$ cat src/rtl/ws2812_pixel_ser.sv
// ws2812_pixel_ser: serialises 24-bit colour words MSB first into the bit-timing stage, then latch gap per frame.
// Latency: accepted word -> first bit_rdy_out next cycle; bit_done_in -> next bit_rdy_out / ready / LATCH next cycle.
// Backpressure: pixel_ready_out only in IDLE; a pending word waits upstream while bits or the latch gap are in progress.
//
// Ports: clk_in, rst_in (sync, active-high); pixel_valid_in/pixel_data_in[23:0]/pixel_last_in/pixel_ready_out
//        upstream word handshake; bit_rdy_out/bit_data_out/bit_done_in bit-slot handshake; frame_done_out pulse.
// Config: define WS2812_RGB_SWAP_EN to reorder an {R,G,B} input word to {G,R,B} on load.
module ws2812_pixel_ser #(
  parameter logic [15:0] CNT_LATCH = 16'd12000
) (
  input  logic        clk_in,
  input  logic        rst_in,
  input  logic        pixel_valid_in,
  input  logic [23:0] pixel_data_in,
  input  logic        pixel_last_in,
  output logic        pixel_ready_out,
  input  logic        bit_done_in,
  output logic        bit_rdy_out,
  output logic        bit_data_out,
  output logic        frame_done_out
);

  typedef enum logic [2:0] {
    ST_IDLE  = 3'd0,
    ST_SEND  = 3'd1,
    ST_WAIT  = 3'd2,
    ST_LATCH = 3'd3
  } state_t;

  state_t      state_q;
  state_t      state_nxt;
  logic [23:0] shift_q;
  logic [4:0]  idx_q;
  logic [15:0] cnt_q;
  logic        last_q;
  logic        por_q;        // set while the gap in progress is the post-reset one
  logic        frame_done_q;
  logic [23:0] load_word;
  logic        accept;
  logic        last_bit;
  logic        gap_end;

`ifdef WS2812_RGB_SWAP_EN
  // LEDs expect green first: {R,G,B} -> {G,R,B}
  assign load_word = {pixel_data_in[15:8], pixel_data_in[23:16], pixel_data_in[7:0]};
`else
  assign load_word = pixel_data_in;
`endif

  assign accept   = pixel_valid_in && pixel_ready_out;
  assign last_bit = (idx_q == 5'd23);
  assign gap_end  = (cnt_q == (CNT_LATCH - 16'd1));

  // State register; reset lands in LATCH so the line idles low for a full gap first.
  always_ff @(posedge clk_in) begin
    if (rst_in) begin
      state_q <= ST_LATCH;
    end else begin
      state_q <= state_nxt;
    end
  end

  // Next-state logic
  always_comb begin
    state_nxt = state_q;
    case (state_q)
      ST_IDLE:  if (accept) state_nxt = ST_SEND;
      ST_SEND:  state_nxt = ST_WAIT;
      ST_WAIT: begin
        if (bit_done_in) begin
          if (!last_bit)   state_nxt = ST_SEND;
          else if (last_q) state_nxt = ST_LATCH;
          else             state_nxt = ST_IDLE;
        end
      end
      ST_LATCH: if (gap_end) state_nxt = ST_IDLE;
      default:  state_nxt = ST_LATCH;
    endcase
  end

  // Datapath: shift register, bit index, gap counter and frame-done flop.
  always_ff @(posedge clk_in) begin
    if (rst_in) begin
      shift_q      <= 24'd0;
      idx_q        <= 5'd0;
      cnt_q        <= 16'd0;
      last_q       <= 1'b0;
      por_q        <= 1'b1;
      frame_done_q <= 1'b0;
    end else begin
      frame_done_q <= 1'b0;
      case (state_q)
        ST_IDLE: begin
          if (accept) begin
            shift_q <= load_word;
            last_q  <= pixel_last_in;
            idx_q   <= 5'd0;
          end
        end
        ST_WAIT: begin
          if (bit_done_in) begin
            if (!last_bit) begin
              shift_q <= {shift_q[22:0], 1'b0};
              idx_q   <= idx_q + 5'd1;
            end else if (last_q) begin
              cnt_q <= 16'd0;
            end
          end
        end
        ST_LATCH: begin
          // The compare ends the gap before the counter could wrap.
          cnt_q <= cnt_q + 16'd1;
          if (gap_end) begin
            frame_done_q <= !por_q;
            por_q        <= 1'b0;
          end
        end
        default: ;
      endcase
    end
  end

  // Outputs decode flops only, so no input-to-output combinational path exists.
  always_comb begin
    pixel_ready_out = (state_q == ST_IDLE);
    bit_rdy_out     = (state_q == ST_SEND);
    bit_data_out    = shift_q[23] && ((state_q == ST_SEND) || (state_q == ST_WAIT));
    frame_done_out  = frame_done_q;
  end

endmodule
$ cat config.mk
export PLATFORM = sky130hd
export DESIGN_NAME = ws2812_pixel_ser
export DESIGN_NICKNAME = d
export VERILOG_FILES = /design/src/rtl/ws2812_pixel_ser.sv
export SDC_FILE = /design/constraint.sdc
export NUM_CORES = 1
export LEC_CHECK = 0
export CORE_MARGIN = 5
export CORE_UTILIZATION = 50
export CTS_CLUSTER_SIZE = 8
export DETAILED_ROUTE_END_ITERATION = 10
export GPL_TIMING_DRIVEN = 0
export PLACE_DENSITY = 0.73
export REMOVE_ABC_BUFFERS = 1
export SYNTH_ARGS = -nofsm -noshare
export SYNTH_HDL_FRONTEND = slang
export SYNTH_SLANG_ARGS = --single-unit
$ cat constraint.sdc
create_clock -name clk_in -period 4.6 [get_ports clk_in]
set_input_delay 0.46 -clock clk_in [delete_from_list [all_inputs] [get_ports clk_in]]
set_output_delay 0.46 -clock clk_in [all_outputs]
set_load 0.005 [all_outputs]
==> Word-level counts from Yosys, hierarchy flattened <==
Cells that the tools add are included.
{ "totals": {"inputBits": 29, "reg_bits": 51, "out_inout_bits": 4, "elab_cells": 53} }
{ "classes": {"n_reduce_logical": 13, "n_addsub": 2, "eq_ne": 11, "mux": 18, "bitwise": 2} }
{ "op_table": {"columns": ["cell", "n"], "rows": [
  ["24-bit two-way mux", 3],
  ["16-bit two-way mux", 3],
  ["24-bit one-hot mux with 2 select lines", 1],
  ["16-bit one-hot mux with 2 select lines", 1],
  ["16-bit by 1-bit adder with 16-bit output, second input constant", 1],
  ["16-bit by 14-bit == test with 1-bit output, second input constant", 1],
  ["5-bit two-way mux", 3],
  ["3-bit one-hot mux with 4 select lines", 1],
  ["2-bit inequality test, second input constant", 5],
  ["5-bit one-hot mux with 2 select lines", 1],
  ["3-bit two-way mux", 3],
  ["4-bit AND reduction", 2],
  ["3-bit by 2-bit == test with 1-bit output, second input constant", 2],
  ["5-bit by 1-bit adder with 5-bit output, second input constant", 1],
  ["5-bit == test, second input constant", 1],
  ["2-bit two-way mux", 2],
  ["2-bit AND reduction", 2],
  ["2-bit nonzero test", 2],
  ["3-bit by 1-bit == test with 1-bit output, second input constant", 1],
  ["3-bit zero test", 1],
  ["3-bit AND reduction", 1],
  ["3-bit OR reduction", 1],
  ["1-bit logical AND", 2],
  ["2-bit by 1-bit inequality test with 1-bit output, second input constant", 1],
  ["other kinds (3)", 4]
]} }

==> Depth between registers and ports, before layout <==
{ "depth": {"depth_word": 4, "ltp_mapped": 8, "depth_no_buf": 6} }

==> Least setup slack after synthesis <==
OpenSTA, ideal clock, no wires.
{ "synth_timing": {"kind": "reg-to-reg", "startpoint": "register idx_q[0]", "endpoint": "register cnt_q[9]", "period_less_slack_ns": 1.733, "t_arrival_ns": 1.601, "slack_ns": 2.867, "stages_incl_launch_ff": 8, "setup_ns": 0.132, "required_time_ns": 4.468, "n_path_buf": 2, "path_cell_list": "dfxtp_1 ha_1 and4b_2 a32oi_2 buf_4 buf_4 o31ai_1 a21oi_1"} }
{ "synth_between": {"elab_chain_len": 3} }
{ "synth_lines": {"columns": ["element", "line_no", "rtl"], "rows": [
  ["from (decl)", "33", "logic [4:0] idx_q;"],
  ["from (signal assigned)", "104", "idx_q <= idx_q + 5'd1;"],
  ["5-bit == test", "51", "assign last_bit = (idx_q == 5'd23);"],
  ["2-bit inequality test (no source line)", null, null],
  ["4-bit AND reduction (no source line)", null, null],
  ["to (signal assigned)", "112", "cnt_q <= cnt_q + 16'd1;"],
  ["to (decl)", "34", "logic [15:0] cnt_q;"]
]} }
No other way between the ends.
A chain may end at the register's enable or synchronous reset.

==> Worst setup path in the final report <==
{ "layout_timing": {"startpoint": "register state_q[0]", "endpoint": "register cnt_q[9]"} }
{ "layout_between": {"elab_chain_len": 3, "word_cells_on_any_way": 8, "cone_classes": "eq/ne (5); mux (1); reduce/logical (2)"} }
{ "layout_lines": {"columns": ["element", "line_no", "rtl"], "rows": [
  ["from (decl)", "30", "state_t state_q;"],
  ["from (signal assigned)", "59", "state_q <= state_nxt;"],
  ["3-bit by 2-bit == test with 1-bit output", "92", "case (state_q)"],
  ["2-bit inequality test (no source line) or 2-bit nonzero test (tied branches)", null, null],
  ["4-bit AND reduction (no source line)", null, null]
]} }
Several ways; a longest one is shown, not always the timed one.

==> impl_metrics.json <==
{
  "crit_required_ns": 4.84,
  "syn_avg_cell_area_um2": 9.12,
  "async_flop_share_pct": 0,
  "utilization_pct": 60.5,
  "track_usage_pct": 16.1,
  "numPortBuffers": 32,
  "rsz0062_at_grt": "no",
  "path_buf_inv": 1,
  "path_delay_family": "simple AND/OR/NAND/NOR gates",
  "yosysSeqAreaShare_pct": 40.8,
  "drive_gt1_share_pct": 5.80,
  "dp_hpwl_um": 3360,
  "clock_latency_ns": 0.31,
  "tns_ns": 0,
  "worstPathArrival_ns": 2.98,
  "totalWireLength_um": 4900,
  "p_leak_uw": 0.000942,
  "fin_skew_ns": 0.0117,
  "grt_pass1_wl_um": 8350,
  "pin_count": 33,
  "cts_root_buffer": "clkbuf_8",
  "path_max_fanout": 32,
  "netlist_instances": 269,
  "antenna_found_initial": 0,
  "routed-via-count": 2061,
  "post-route-drc-count": 0,
  "path_depth": 6,
  "critPathLaunchType": "register",
  "status": "completed",
  "hold_violations": 0,
  "cts_setup_buffers": 0,
  "grt_pass1_vias": 1913,
  "fp.dieH_um": 80.0,
  "post_cts_resized": 0,
  "ys_ff_latch": 50,
  "max-cap-violations": 0,
  "critical_path.slowest_cell": "ha_2",
  "rows": 25,
  "tritoncts": "built",
  "grt-ovfl-total": 0,
  "crit_path_max_incr_delay_ns": 0.75,
  "cts_buffers": 5,
  "drtIter0Drc": 119,
  "initial_core_util_pct": 51.6,
  "die_w_um": 80.0,
  "synth-warning-count": 0,
  "setup_viol_count_final": 0,
  "fmaxAchievable_mhz": 365,
  "hold_depth": 1,
  "coreArea_um2": 4750,
  "cts_hold_buf": 0,
  "avgRoutedWirePerCell_um": 13.6,
  "finalNetCount": 327,
  "vias_per_cell": 5.73,
  "drtPass1Iterations": 4,
  "r2r_cells": 6,
  "clkTransAtPathRegs_ns": 0.10,
  "cts_num_sinks": 50,
  "die-area_um2": 6410,
  "fin_area_um2": 2880,
  "post_dp_cell_area_um2": 2780,
  "power_density_nw_per_um2": 386,
  "place_worst_setup_slack_ns": 1.68,
  "cts_buffer_depth": 2,
  "worstPathCellList": "inv_1 -> ha_2 -> and2_1 -> a32oi_2 -> or4_1 -> a21oi_1",
  "synth-main-ff-cell": "dfxtp_1",
  "synth-edff-count": 0,
  "grt_max_degree": 48,
  "slew_violations": 0,
  "ys_types": 49,
  "final_common_cell": "dfxtp_1",
  "hp-class": "register to register",
  "worst-setup-path-type": "register to register",
  "syn_area_um2": 2450,
  "ant_nets": 0,
  "diodes": 0,
  "final_cell_mix": "dfxtp_1 (50), nor2_1 (33), clkdlybuf4s50_1 (32)",
  "irDropWorstVdd_mv": 0.228,
  "synthToLayoutAreaGrowth_pct": 17.2,
  "period_needed_ns": 2.74,
  "tightest_slew_ns": 1.26,
  "setup_ws_ns": 1.86,
  "endpoint_kind": "register",
  "finalCritPeriodShare_pct": 59.5,
  "routabilityCongestion": 0.804,
  "cts_max_level": 2,
  "slew_headroom_pct": 15.7
}
[worst reg2reg max path: cells and delay by family, from the launching register on]
kind,cells,cell delay (ns)
AO/OA/AOI/OAI,2,0.54
adder cells (fa/ha/maj),1,0.75
buffers and inverters,1,0.09
flip-flops,1,0.35
AND/OR/NAND/NOR,2,0.95
[Yosys cell counts, types with 2 or more instances]
cell type	count	area, um2
o31ai_1	5	37.5
nand3_1	11	55.1
o211ai_1	2	15.0
a21boi_0	2	15.0
a22oi_1	2	15.0
and3_1	3	18.8
buf_2	6	30.0
or4_1	6	45.0
clkbuf_1	6	22.5
nand4b_1	3	26.3
or3_1	6	37.5
nor3_1	4	20.0
a211oi_1	23	173
inv_1	6	22.5
nor2_1	33	124
buf_1	2	7.51
nand2_1	11	41.3
nand2b_1	3	18.8
a21oi_1	10	50.1
dfxtp_1	50	1000
and2_1	4	25.0
nand4_1	4	25.0
mux2i_1	29	290
o21ai_0	7	35.0
buf_4	2	15.0
ha_1	6	75.1
[kinds of logic after synthesis]
family,after synthesis,share of synthesized area [%]
XOR/XNOR,1,0.357
buffers and inverters,22,3.98
adder cells (fa/ha/maj),6,3.06
flip-flops,50,40.8
AND/OR/NAND/NOR,97,21.1
AO/OA/AOI/OAI,64,18.9
multiplexers,29,11.8
[power by group]
| group | switching [uW] | internal (uW) | leakage, uW |
|---|---|---|---|
| clock | 151 | 107 | 0.0000441 |
| sequential | 42.0 | 497 | 0.000405 |
| combinational | 168 | 144 | 0.000492 |
| total | 361 | 748 | 0.000942 |
[state kept, by name (all words and copies together) (netlist names)]
name	flops
cnt_q	16
frame_done_out	1
idx_q	5
last_q	1
por_q	1
shift_q	24
state_q	2
[cell type report]
class	instances	area [um2]
fillers	458	1880
multi-input cells	197	1360
flip-flops and latches	50	1000
repair buffers	32	320
well taps	67	83.8
clock buffers	5	68.8
inverters	6	22.5
clock inverters	3	21.3
[metrics by stage]
step | cells | power, uW | hold WS, ns
final | 360 | 1110 | 0.428
after detailed placement | 352 | 863 | 0.420
after global placement | 352 | 854 | 0.416
after CTS | 360 | 1120 | 0.434
after global routing | 360 | 1180 | 0.444
after floorplan | 253 | 772 | 0.399
[layer usage]
metal  up-vias  wire length (um)  part of all wire (%)  track usage, %
li1       1053                 -                     -               -
met1       966              2210                    45            19.1
met2        37              2410                    49            27.8
met3         5               225                   4.6            4.74
met4         0                53                   1.1            5.07
met5         -                 0                     0               0
[worst paths after layout]
| kind | from | endpoint | slack [ns] |
|---|---|---|---|
| setup / recovery | state_q[0] | cnt_q[9] | 1.86 |
| setup reg to reg | state_q[0] | cnt_q[9] | 1.86 |
| hold / removal | por_q | frame_done_out | 0.43 |
| hold reg to reg | por_q | frame_done_out | 0.43 |
Power figures use the tool's default switching activity.
